[src/rtl/muldiv_if.sv]
// Issue/result bus between decode/EX and the multiply/divide sequencer.
//   start, op, a, b, mf_req, flush : issue side (driven by the pipeline)
//   hi, lo, busy, stall, done, div_zero : result/status side (driven by muldiv_ctrl)
interface muldiv_if #(
    parameter int unsigned WIDTH = 32
);
    logic             start;
    logic [1:0]       op;
    logic [WIDTH-1:0] a;
    logic [WIDTH-1:0] b;
    logic             mf_req;
    logic             flush;
    logic [WIDTH-1:0] hi;
    logic [WIDTH-1:0] lo;
    logic             busy;
    logic             stall;
    logic             done;
    logic             div_zero;

    modport master (
        output start, op, a, b, mf_req, flush,
        input  hi, lo, busy, stall, done, div_zero
    );

    modport slave (
        input  start, op, a, b, mf_req, flush,
        output hi, lo, busy, stall, done, div_zero
    );
endinterface

[src/rtl/muldiv_ctrl.sv]
// Iterative multiply/divide sequencer with HI/LO registers.
// One result bit per cycle: WIDTH CALC cycles, then one FIX cycle that applies
// signs and writes HI/LO (done pulses the cycle after FIX).
//   clk, reset_n : clock, asynchronous active-low reset
//   bus (slave)  : start/op(00 MULT,01 MULTU,10 DIV,11 DIVU)/a/b/mf_req/flush in,
//                  hi/lo/busy/stall/done/div_zero out (stall is combinational)
module muldiv_ctrl #(
    parameter int unsigned WIDTH = 32
) (
    input  logic     clk,
    input  logic     reset_n,
    muldiv_if.slave  bus
);
    localparam int unsigned CW = (WIDTH > 1) ? $clog2(WIDTH) : 1;
    localparam int unsigned PW = 2 * WIDTH;

    typedef enum logic [1:0] {IDLE, CALC, FIX} state_t;

    state_t           state, state_nxt;
    logic [CW-1:0]    cnt, cnt_nxt;
    // Multiply: {partial product, multiplier}. Divide: {remainder, quotient}.
    logic [PW-1:0]    acc, acc_nxt;
    logic [WIDTH-1:0] opnd, opnd_nxt;
    logic [WIDTH-1:0] raw_a, raw_a_nxt;
    logic             is_div, is_div_nxt;
    logic             neg_q, neg_q_nxt;
    logic             neg_r, neg_r_nxt;
    logic             dz, dz_nxt;
    logic [WIDTH-1:0] hi_q, hi_nxt;
    logic [WIDTH-1:0] lo_q, lo_nxt;
    logic             done_q, done_nxt;
    logic             div_zero_q, div_zero_nxt;

    logic             sgn_a, sgn_b;
    logic [WIDTH-1:0] mag_a, mag_b;
    logic [WIDTH:0]   sum, shifted, diff;
    logic [PW-1:0]    prod;
    logic [WIDTH-1:0] quo, rem;

    // State and datapath registers
    always_ff @(posedge clk or negedge reset_n) begin
        if (!reset_n) begin
            state      <= IDLE;
            cnt        <= '0;
            acc        <= '0;
            opnd       <= '0;
            raw_a      <= '0;
            is_div     <= 1'b0;
            neg_q      <= 1'b0;
            neg_r      <= 1'b0;
            dz         <= 1'b0;
            hi_q       <= '0;
            lo_q       <= '0;
            done_q     <= 1'b0;
            div_zero_q <= 1'b0;
        end else begin
            state      <= state_nxt;
            cnt        <= cnt_nxt;
            acc        <= acc_nxt;
            opnd       <= opnd_nxt;
            raw_a      <= raw_a_nxt;
            is_div     <= is_div_nxt;
            neg_q      <= neg_q_nxt;
            neg_r      <= neg_r_nxt;
            dz         <= dz_nxt;
            hi_q       <= hi_nxt;
            lo_q       <= lo_nxt;
            done_q     <= done_nxt;
            div_zero_q <= div_zero_nxt;
        end
    end

    // Next-state and datapath step
    always_comb begin
        state_nxt    = state;
        cnt_nxt      = cnt;
        acc_nxt      = acc;
        opnd_nxt     = opnd;
        raw_a_nxt    = raw_a;
        is_div_nxt   = is_div;
        neg_q_nxt    = neg_q;
        neg_r_nxt    = neg_r;
        dz_nxt       = dz;
        hi_nxt       = hi_q;
        lo_nxt       = lo_q;
        done_nxt     = 1'b0;
        div_zero_nxt = div_zero_q;
        sgn_a        = 1'b0;
        sgn_b        = 1'b0;
        mag_a        = '0;
        mag_b        = '0;
        sum          = '0;
        shifted      = '0;
        diff         = '0;
        prod         = '0;
        quo          = '0;
        rem          = '0;

        case (state)
            IDLE: begin
                if (bus.start && !bus.flush) begin
                    // op[0]==0 selects the signed variants
                    sgn_a        = ~bus.op[0] & bus.a[WIDTH-1];
                    sgn_b        = ~bus.op[0] & bus.b[WIDTH-1];
                    mag_a        = sgn_a ? (WIDTH'(0) - bus.a) : bus.a;
                    mag_b        = sgn_b ? (WIDTH'(0) - bus.b) : bus.b;
                    acc_nxt      = {{WIDTH{1'b0}}, mag_a};
                    opnd_nxt     = mag_b;
                    raw_a_nxt    = bus.a;
                    is_div_nxt   = bus.op[1];
                    neg_q_nxt    = sgn_a ^ sgn_b;
                    neg_r_nxt    = sgn_a;
                    dz_nxt       = bus.op[1] && (bus.b == '0);
                    div_zero_nxt = 1'b0;
                    cnt_nxt      = '0;
                    state_nxt    = CALC;
                end
            end
            CALC: begin
                if (bus.flush) begin
                    state_nxt = IDLE;
                end else begin
                    if (is_div) begin
                        // Restoring step: shift in next dividend bit, trial-subtract
                        shifted = acc[PW-1:WIDTH-1];
                        diff    = shifted - {1'b0, opnd};
                        if (!diff[WIDTH]) begin
                            acc_nxt = {diff[WIDTH-1:0], acc[WIDTH-2:0], 1'b1};
                        end else begin
                            acc_nxt = {shifted[WIDTH-1:0], acc[WIDTH-2:0], 1'b0};
                        end
                    end else begin
                        // Shift-add step: conditionally add, then shift right
                        sum     = {1'b0, acc[PW-1:WIDTH]} + (acc[0] ? {1'b0, opnd} : '0);
                        acc_nxt = {sum, acc[WIDTH-1:1]};
                    end
                    cnt_nxt = cnt + CW'(1);
                    if (cnt == CW'(WIDTH - 1)) begin
                        state_nxt = FIX;
                    end
                end
            end
            FIX: begin
                state_nxt = IDLE;
                if (!bus.flush) begin
                    if (!is_div) begin
                        prod   = neg_q ? (PW'(0) - acc) : acc;
                        hi_nxt = prod[PW-1:WIDTH];
                        lo_nxt = prod[WIDTH-1:0];
                    end else if (dz) begin
                        hi_nxt = raw_a;
                        lo_nxt = '1;
                    end else begin
                        quo    = acc[WIDTH-1:0];
                        rem    = acc[PW-1:WIDTH];
                        lo_nxt = neg_q ? (WIDTH'(0) - quo) : quo;
                        hi_nxt = neg_r ? (WIDTH'(0) - rem) : rem;
                    end
                    done_nxt     = 1'b1;
                    div_zero_nxt = dz;
                end
            end
            default: state_nxt = IDLE;
        endcase
    end

    assign bus.hi       = hi_q;
    assign bus.lo       = lo_q;
    assign bus.busy     = (state != IDLE);
    assign bus.stall    = (state != IDLE) && (bus.start || bus.mf_req);
    assign bus.done     = done_q;
    assign bus.div_zero = div_zero_q;
endmodule

[src/flat_wrapper.sv]
// flat-port wrapper written by rule: the top's interface ports become plain ports
module muldiv_ctrl_flat 
#(
    parameter int unsigned WIDTH = 32
)
  (clk, reset_n, bus_start, bus_op, bus_a, bus_b, bus_mf_req, bus_flush, bus_hi, bus_lo, bus_busy, bus_stall, bus_done, bus_div_zero);
  muldiv_if #(.WIDTH(WIDTH)) bus_i ();
  input  logic clk;
  input  logic reset_n;
  input wire logic [$bits(bus_i.start)-1:0] bus_start;
  input wire logic [$bits(bus_i.op)-1:0] bus_op;
  input wire logic [$bits(bus_i.a)-1:0] bus_a;
  input wire logic [$bits(bus_i.b)-1:0] bus_b;
  input wire logic [$bits(bus_i.mf_req)-1:0] bus_mf_req;
  input wire logic [$bits(bus_i.flush)-1:0] bus_flush;
  output wire logic [$bits(bus_i.hi)-1:0] bus_hi;
  output wire logic [$bits(bus_i.lo)-1:0] bus_lo;
  output wire logic [$bits(bus_i.busy)-1:0] bus_busy;
  output wire logic [$bits(bus_i.stall)-1:0] bus_stall;
  output wire logic [$bits(bus_i.done)-1:0] bus_done;
  output wire logic [$bits(bus_i.div_zero)-1:0] bus_div_zero;
  assign bus_i.start = bus_start;
  assign bus_i.op = bus_op;
  assign bus_i.a = bus_a;
  assign bus_i.b = bus_b;
  assign bus_i.mf_req = bus_mf_req;
  assign bus_i.flush = bus_flush;
  assign bus_hi = bus_i.hi;
  assign bus_lo = bus_i.lo;
  assign bus_busy = bus_i.busy;
  assign bus_stall = bus_i.stall;
  assign bus_done = bus_i.done;
  assign bus_div_zero = bus_i.div_zero;
  muldiv_ctrl #(.WIDTH(WIDTH)) u_core (.clk(clk), .reset_n(reset_n), .bus(bus_i));
endmodule
[config.mk]
export PLATFORM = sky130hd
export DESIGN_NAME = muldiv_ctrl_flat
export DESIGN_NICKNAME = d
export VERILOG_FILES = /design/src/rtl/muldiv_if.sv /design/src/rtl/muldiv_ctrl.sv /design/src/flat_wrapper.sv
export SDC_FILE = /design/constraint.sdc
export NUM_CORES = 1
export LEC_CHECK = 0
export CAP_MARGIN = 25
export CORE_MARGIN = 1
export CORE_UTILIZATION = 64
export DETAILED_ROUTE_END_ITERATION = 8
export GPL_ROUTABILITY_DRIVEN = 0
export PLACE_DENSITY = 0.95
export SYNTH_ARGS = -nofsm -noshare
export SYNTH_HDL_FRONTEND = slang
export SYNTH_SLANG_ARGS = --single-unit
[constraint.sdc]
create_clock -name clk -period 5.5 [get_ports clk]
set_clock_uncertainty 0.15 [all_clocks]
set_input_delay 1.1 -clock clk [delete_from_list [all_inputs] [get_ports clk]]
set_output_delay 1.1 -clock clk [all_outputs]
set_load 0.02 [all_outputs]
==> results.yml, run 1 <==
run_status:
  result_of_the_run: "finished clean"
timing:
  fin_worst_hold_slack_ns: 0.317
  finalMaxSlewViolations: 0
  layout_min_cycle_time_ns: 4.27
  rsz0062_at_grt: "false"
  worst_relative_slew_slack: 0.298
  max_slew.worst_pin.slew_ns: 1.03
  finalCritPeriodShare: 0.776
  fmax_ghz: 0.234
  finalHoldViolCount: 0
  timing.final.setup_violations: 0
  total_negative_setup_slacks_ns: 0
yosys:
  register_bit_count_reported_by_yosys: 205
  synth_edf_count: 0
  synth_flop_cell: "dfrtp_1"
  synth-async-reset-ratio: 1.00
  post_synth_main_area_contributors: "dfrtp_1 31%, nand2_1 7.9%, o21ai_0 7.2%"
  synth_seq_area_share: 0.315
  synth.top_cells.by_count: "344 x nand2_1, 233 x o21ai_0, 205 x dfrtp_1"
  synth.top_cell.area_share: 0.315
  netlist.top_cell.by_area: "dfrtp_1"
  count_of_distinct_cell_types_in_the_synthesized_netlist: 72
  synthesis.instances: 2103
  synthesis.area_per_instance_um2: 7.75
  synth_most_common_cell: "nand2_1"
  mappedNetlistArea_mm2: 0.0163
  mappedNetlistNets: 2246
  synth_warnings: 0
detailed_routing:
  avgViaCountPerCell: 6.65
  drt_iter0_drc: 2219
  wl_per_cell_um: 19.7
  drtPass1Iterations: 8
  wirelength_mm: 49.1
  via_count: 16600
  detail_route.drc_violations: 0
  drtAntennaViolNets: 0
clock_tree:
  htree_levels: 1
  clock-sinks: 205
  max-clock-path-buffers: 3
  cts_root_buffer: "clkbuf_16"
  post_cts.resized_instances: 0
  cts-buffers-inserted: 23
  clock_latency_at_the_later_pin_of_the_worst_skew_pair_ns: 0.53
  cts_setup_buffers: 0
  tritoncts: "yes"
  cts.clk_slew.worst_paths_ns: 0.06
  holdBufCountCts: 0
min_path:
  timing.hold.worst_path_depth: 2
  timing.hold.worst_endpoint: "u_core.bus.hi[29]"
  min_from: "u_core.bus.hi[29]"
  hold_path.class: "flop to flop"
setup_path:
  crit_path_top_delay_cell: "a2111oi_0"
  timing.critical_path.mode_cell: "a21oi_1"
  worstReg2RegStart: "u_core.acc[0]"
  path_max_fanout: 12
  timing.reg2reg.worst_path_depth: 12
  critical_path.endpoint_type: "flop"
  cp.arrival_ns: 4.58
  worstReg2RegEnd: "u_core.acc[63]"
  ff2ff_setup_slack_ns: 1.23
  cp.required_ns: 5.81
  setup.worst_path.class: "flop to flop"
  critPathLaunchType: "flop"
  timing.critical_path.slowest_cell_delay_ns: 0.92
  timing.critical_path.cells: "inv_1 -> nor2_1 -> ha_1 -> nor2b_1 -> o2111ai_1 -> a21o_1 -> a2111oi_0 -> o41ai_1 -> a21oi_1 -> a21oi_1 -> o21ai_0 -> and3_1"
pwr:
  power.ir.vdd_worst_mv: 0.259
  pwr-share-comb: 0.526
  clock_power_share: 0.187
  power.net_switching_w: 0.00382
  total_leakage_power_nw: 8.34
  seqPwrFrac: 0.286
  power.density_mw_per_mm2: 445
  sw_frac: 0.465
  power.internal_w: 0.00441
die:
  std_cell_rows: 58
  initial_core_util: 0.649
  boundaryPins: 139
  floorplan.die_area_mm2: 0.0261
  core_area_mm2: 0.0251
  dieHeight_um: 162
  fp.dieW_um: 162
finish:
  n_antenna_cell: 0
  final_net_count: 2292
  drive_above_1_share: 0.0435
  area_added_between_synthesis_and_finish_pct: 13.4
grt:
  global_route.overflow_total: 0
  groute.usage.overall: 0.370
  initial_antenna_violation_count: 0
  first_global_vias: 15800
  grt_start_max_net_pins: 105
  global_route_wire_length_before_repair_mm: 78.3
place:
  dp_hpwl_mm: 34.9
  place.port_buffers: 138
flow_run:
  drv_cap: 0
metal layers:
metal  up-vias  track usage  routed length (µm)
met1      7673        0.462               18200
met5         -            0                   0
li1       7475            -                   -
met3       280       0.0611                5530
met4         0        0.234                3300
met2      1156        0.598               22000
worst max-delay path by stage:
stage | from | end | slack [ns] | cells after the start
4_1_cts | u_core.acc[0] | u_core.acc[59] | 1.48 | 12
3_5_place_dp | bus_a[3] | u_core.acc[29] | 1.09 | 10
3_3_place_gp | bus_a[3] | u_core.acc[29] | 1.21 | 10
2_1_floorplan | u_core.acc[32] | u_core.bus.hi[24] | 1.95 | 12
5_1_grt | u_core.acc[12] | u_core.bus.hi[21] | 1.15 | 9
6_report | u_core.acc[0] | u_core.acc[63] | 1.23 | 12
cells by family (layout without fill, tap and decap cells):
family | after synthesis | in the layout | synth area share
AND/OR/NAND/NOR | 741 | 741 | 0.207
AO/OA/AOI/OAI | 620 | 620 | 0.230
buffers and inverters | 208 | 268 | 0.0492
flip-flops | 205 | 205 | 0.315
XOR/XNOR | 192 | 192 | 0.103
adder cells (fa/ha/maj) | 72 | 72 | 0.0562
multiplexers | 65 | 65 | 0.0401
registers in the layout, summed over array words and instances, names as in the netlist:
name / flops
u_core.dz: 1
u_core.opnd: 32
u_core.is_div: 1
u_core.raw_a: 32
u_core.bus.div_zero: 1
u_core.neg_r: 1
u_core.bus.lo: 32
u_core.bus.done: 1
u_core.cnt: 5
u_core.acc: 64
u_core.state: 2
u_core.bus.hi: 32
u_core.neg_q: 1
worst max-delay path: cells and delay by family (launching register included):
family / cells / cell delay (ns)
flops: 1 / 0.50
compound gates: 7 / 2.17
fa+ha+maj: 1 / 0.37
simple gates: 3 / 0.53
buf+inv: 1 / 0.47
power groups by stage:
stage	logic [W]	clock network, W	registers (W)
floorplan	0.00340	0	0.00201
global placement	0.00395	0	0.00231
detailed placement	0.00414	0	0.00233
CTS	0.00419	0.00153	0.00231
global route	0.00470	0.00160	0.00237
finish	0.00433	0.00154	0.00235
area by class of cell:
type / instances / area (µm²)
inverter: 73 / 274
fill: 1762 / 6620
sequential: 205 / 5130
timing repair buffer: 156 / 1550
clock inverter: 7 / 96.3
multi-input combinational: 1690 / 10400
tap: 330 / 413
clock buffer: 32 / 629
layout by cell type, fill, tap and decap left out, types with 20 or more instances in the layout:
| master | netlist | layout |
|---|---|---|
| nand2_1 | 344 | 344 |
| o21ai_0 | 233 | 233 |
| dfrtp_1 | 205 | 203 |
| nor2_1 | 173 | 172 |
| a21oi_1 | 150 | 149 |
| clkdlybuf4s50_1 | 0 | 137 |
| xnor2_1 | 97 | 97 |
| xor2_1 | 95 | 95 |
| inv_1 | 71 | 71 |
| ha_1 | 70 | 70 |
| mux2i_1 | 63 | 63 |
| a21o_1 | 49 | 49 |
| nand3_1 | 32 | 32 |
| nor3_1 | 28 | 28 |
| o31ai_1 | 24 | 24 |
| or3_1 | 24 | 24 |
| clkbuf_16 | 0 | 23 |
| a211oi_1 | 22 | 22 |
| o211ai_1 | 20 | 20 |
through the flow:
stage               instance area, µm²  worst slack [ns]  std cells  total power [W]   util
global placement                 17700              1.21       2452          0.00626  0.706
floorplan                        16300              1.95       2103          0.00541      -
global route                     18500              1.15       2493          0.00867  0.736
detailed placement               17700              1.09       2453          0.00647  0.707
finish                           18500              1.23       2493          0.00823  0.736
CTS                              18500              1.48       2492          0.00803  0.735
Power figures use the tool's default switching activity.
==> inputs of run 2 (changes only) <==
- CORE_UTILIZATION: 64 -> 60
- PLACE_DENSITY: 0.95 -> 0.93
- clock period: 5.5 -> 4 ns (I/O delays scaled with it)
==> results.yml, run 2 (same netlist as run 1, synthesis figures left out) <==
detailed_routing:
  drtPass1Iterations: 8
  wl_per_cell_um: 19.6
  detail_route.drc_violations: 0
  avgViaCountPerCell: 6.59
  drtAntennaViolNets: 0
  wirelength_mm: 49.8
  via_count: 16800
  drt_iter0_drc: 2636
setup_path:
  timing.critical_path.slowest_cell_delay_ns: 0.42
  setup.worst_path.class: "flop to flop"
  critical_path.endpoint_type: "flop"
  path_max_fanout: 14
  worst_path_dominant_cell_family: "buffers and inverters"
  crit_cells: 14
  critical_path.n_buffers_inverters: 4
  timing.reg2reg.worst_path_depth: 14
  critPathLaunchType: "flop"
  timing.critical_path.mode_cell: "buf_4"
  crit_path_top_delay_cell: "fa_1"
  cp.required_ns: 4.22
  timing.critical_path.cells: "inv_1 -> ha_1 -> fa_1 -> nand2b_1 -> a21o_1 -> a21oi_1 -> buf_4 -> o211ai_1 -> nand4_1 -> nor3b_2 -> buf_4 -> buf_4 -> mux2i_1 -> o21ai_0"
  cp.arrival_ns: 4.08
place:
  dpl.cell_count: 2498
  placement.cell_area_mm2: 0.0181
  dp_hpwl_mm: 36.5
  place.port_buffers: 138
timing:
  finalCritPeriodShare: 0.967
  finalMaxSlewViolations: 0
  rsz0062_at_grt: "false"
  max_slew.worst_pin.slew_ns: 0.976
  worst_relative_slew_slack: 0.349
  finalHoldViolCount: 0
  layout_min_cycle_time_ns: 3.87
  fmax_ghz: 0.259
  total_negative_setup_slacks_ns: 0
  timing.final.setup_violations: 0
die:
  initial_core_util: 0.618
  std_cell_rows: 59
  dieHeight_um: 167
  core_area_mm2: 0.0264
  floorplan.die_area_mm2: 0.0278
  fp.dieW_um: 167
  boundaryPins: 139
finish:
  n_antenna_cell: 0
  mostFrequentLayoutCells: "344 x nand2_1, 233 x o21ai_0, 203 x dfrtp_1"
  layout_commonest_cell: "nand2_1"
  fin_area_mm2: 0.0189
  final_net_count: 2332
  drive_above_1_share: 0.0657
  area_added_between_synthesis_and_finish_pct: 16.1
  largest_register: "u_core.acc"
  layout.cells.non_filler: 2541
  largest_register_ffs: 64
clock_tree:
  cts-buffers-inserted: 23
  clock_latency_at_the_later_pin_of_the_worst_skew_pair_ns: 0.53
  cts_root_buffer: "clkbuf_16"
  htree_levels: 1
  cts.clk_slew.worst_paths_ns: 0.06
  clock-sinks: 205
  holdBufCountCts: 0
  max-clock-path-buffers: 3
  tritoncts: "yes"
pwr:
  total_leakage_power_nw: 8.61
  clock_power_share: 0.196
  power.net_switching_w: 0.00533
  pwr-share-comb: 0.538
  power.density_mw_per_mm2: 619
  seqPwrFrac: 0.266
  sw_frac: 0.455
  power.ir.vdd_worst_mv: 0.329
  power.internal_w: 0.00639
grt:
  initial_antenna_violation_count: 0
  global_route.overflow_total: 0
  groute.usage.overall: 0.352
  first_global_vias: 16000
  global_route_wire_length_before_repair_mm: 79.8
  grt_start_max_net_pins: 112
run_status:
  result_of_the_run: "finished clean"
min_path:
  hold_path.class: "primary input to async pin"
flow_run:
  drv_cap: 0
## run 2: cell count changes in the layout (fill, tap and decap cells not counted), sizes merged
cell,previous run,this run
buf,18,58
clkinvlp,0,2
clkinv,4,6
inv,74,75
clkbuf,33,29
bufinv,2,4
## run 2: worst reg2reg max path: stages, from the launching register on
cell	delay (ns)
dfrtp_1	0.41
inv_1	0.15
ha_1	0.24
fa_1	0.42
nand2b_1	0.20
a21o_1	0.20
a21oi_1	0.23
buf_4	0.18
o211ai_1	0.19
nand4_1	0.16
nor3b_2	0.30
buf_4	0.32
buf_4	0.21
mux2i_1	0.25
o21ai_0	0.10
## run 2: cell type report
| type | count | area, µm² |
|---|---|---|
| fill | 1845 | 7430 |
| inverter | 73 | 274 |
| sequential | 205 | 5130 |
| clock inverter | 14 | 189 |
| multi-input combinational | 1690 | 10400 |
| timing repair buffer | 196 | 1870 |
| clock buffer | 28 | 634 |
| tap | 335 | 419 |
## run 2: worst paths after layout
kind / from / endpoint / slack (ns)
max: u_core.acc[31] / u_core.acc[52] / 0.13
min: reset_n / u_core.raw_a[4] / 0.21
max reg2reg: u_core.acc[31] / u_core.acc[52] / 0.13
min reg2reg: u_core.bus.hi[4] / u_core.bus.hi[4] / 0.32
max in group asynchronous: reset_n / u_core.opnd[25] / 2.53
min in group clk: u_core.bus.hi[4] / u_core.bus.hi[4] / 0.32
## run 2: per-layer routing
metal  up-vias  wire (µm)  track usage
li1       7564          -            -
met1      7752      18500        0.451
met2      1214      22700        0.571
met3       227       5950       0.0656
met4         0       2630        0.179
met5         -          0            0
## run 2: timing repair
action / in CTS / in global routing
endpoints found under the hold margin: 0 / 0
gates resized for setup: 0 / 3
buffers inserted: 0 / 0
setup endpoints to repair: 0 / 4
## run 2: stage by stage
stage	hold slack [ns]	power, W	utilization	setup slack, ns
3_3_place_gp	0.303	0.00884	0.686	0.220
5_1_grt	0.312	0.0124	0.718	0.0523
4_1_cts	0.288	0.0115	0.717	0.219
2_1_floorplan	0.290	0.00744	-	0.451
6_report	0.213	0.0117	0.718	0.133
3_5_place_dp	0.308	0.00913	0.686	0.144
## run 2: power groups by stage
stage	sequential, W	combinational, W	clock, W
finish	0.00312	0.00631	0.00230
global route	0.00314	0.00685	0.00239
CTS	0.00306	0.00609	0.00231
detailed placement	0.00309	0.00604	0
global placement	0.00306	0.00578	0
floorplan	0.00276	0.00468	0
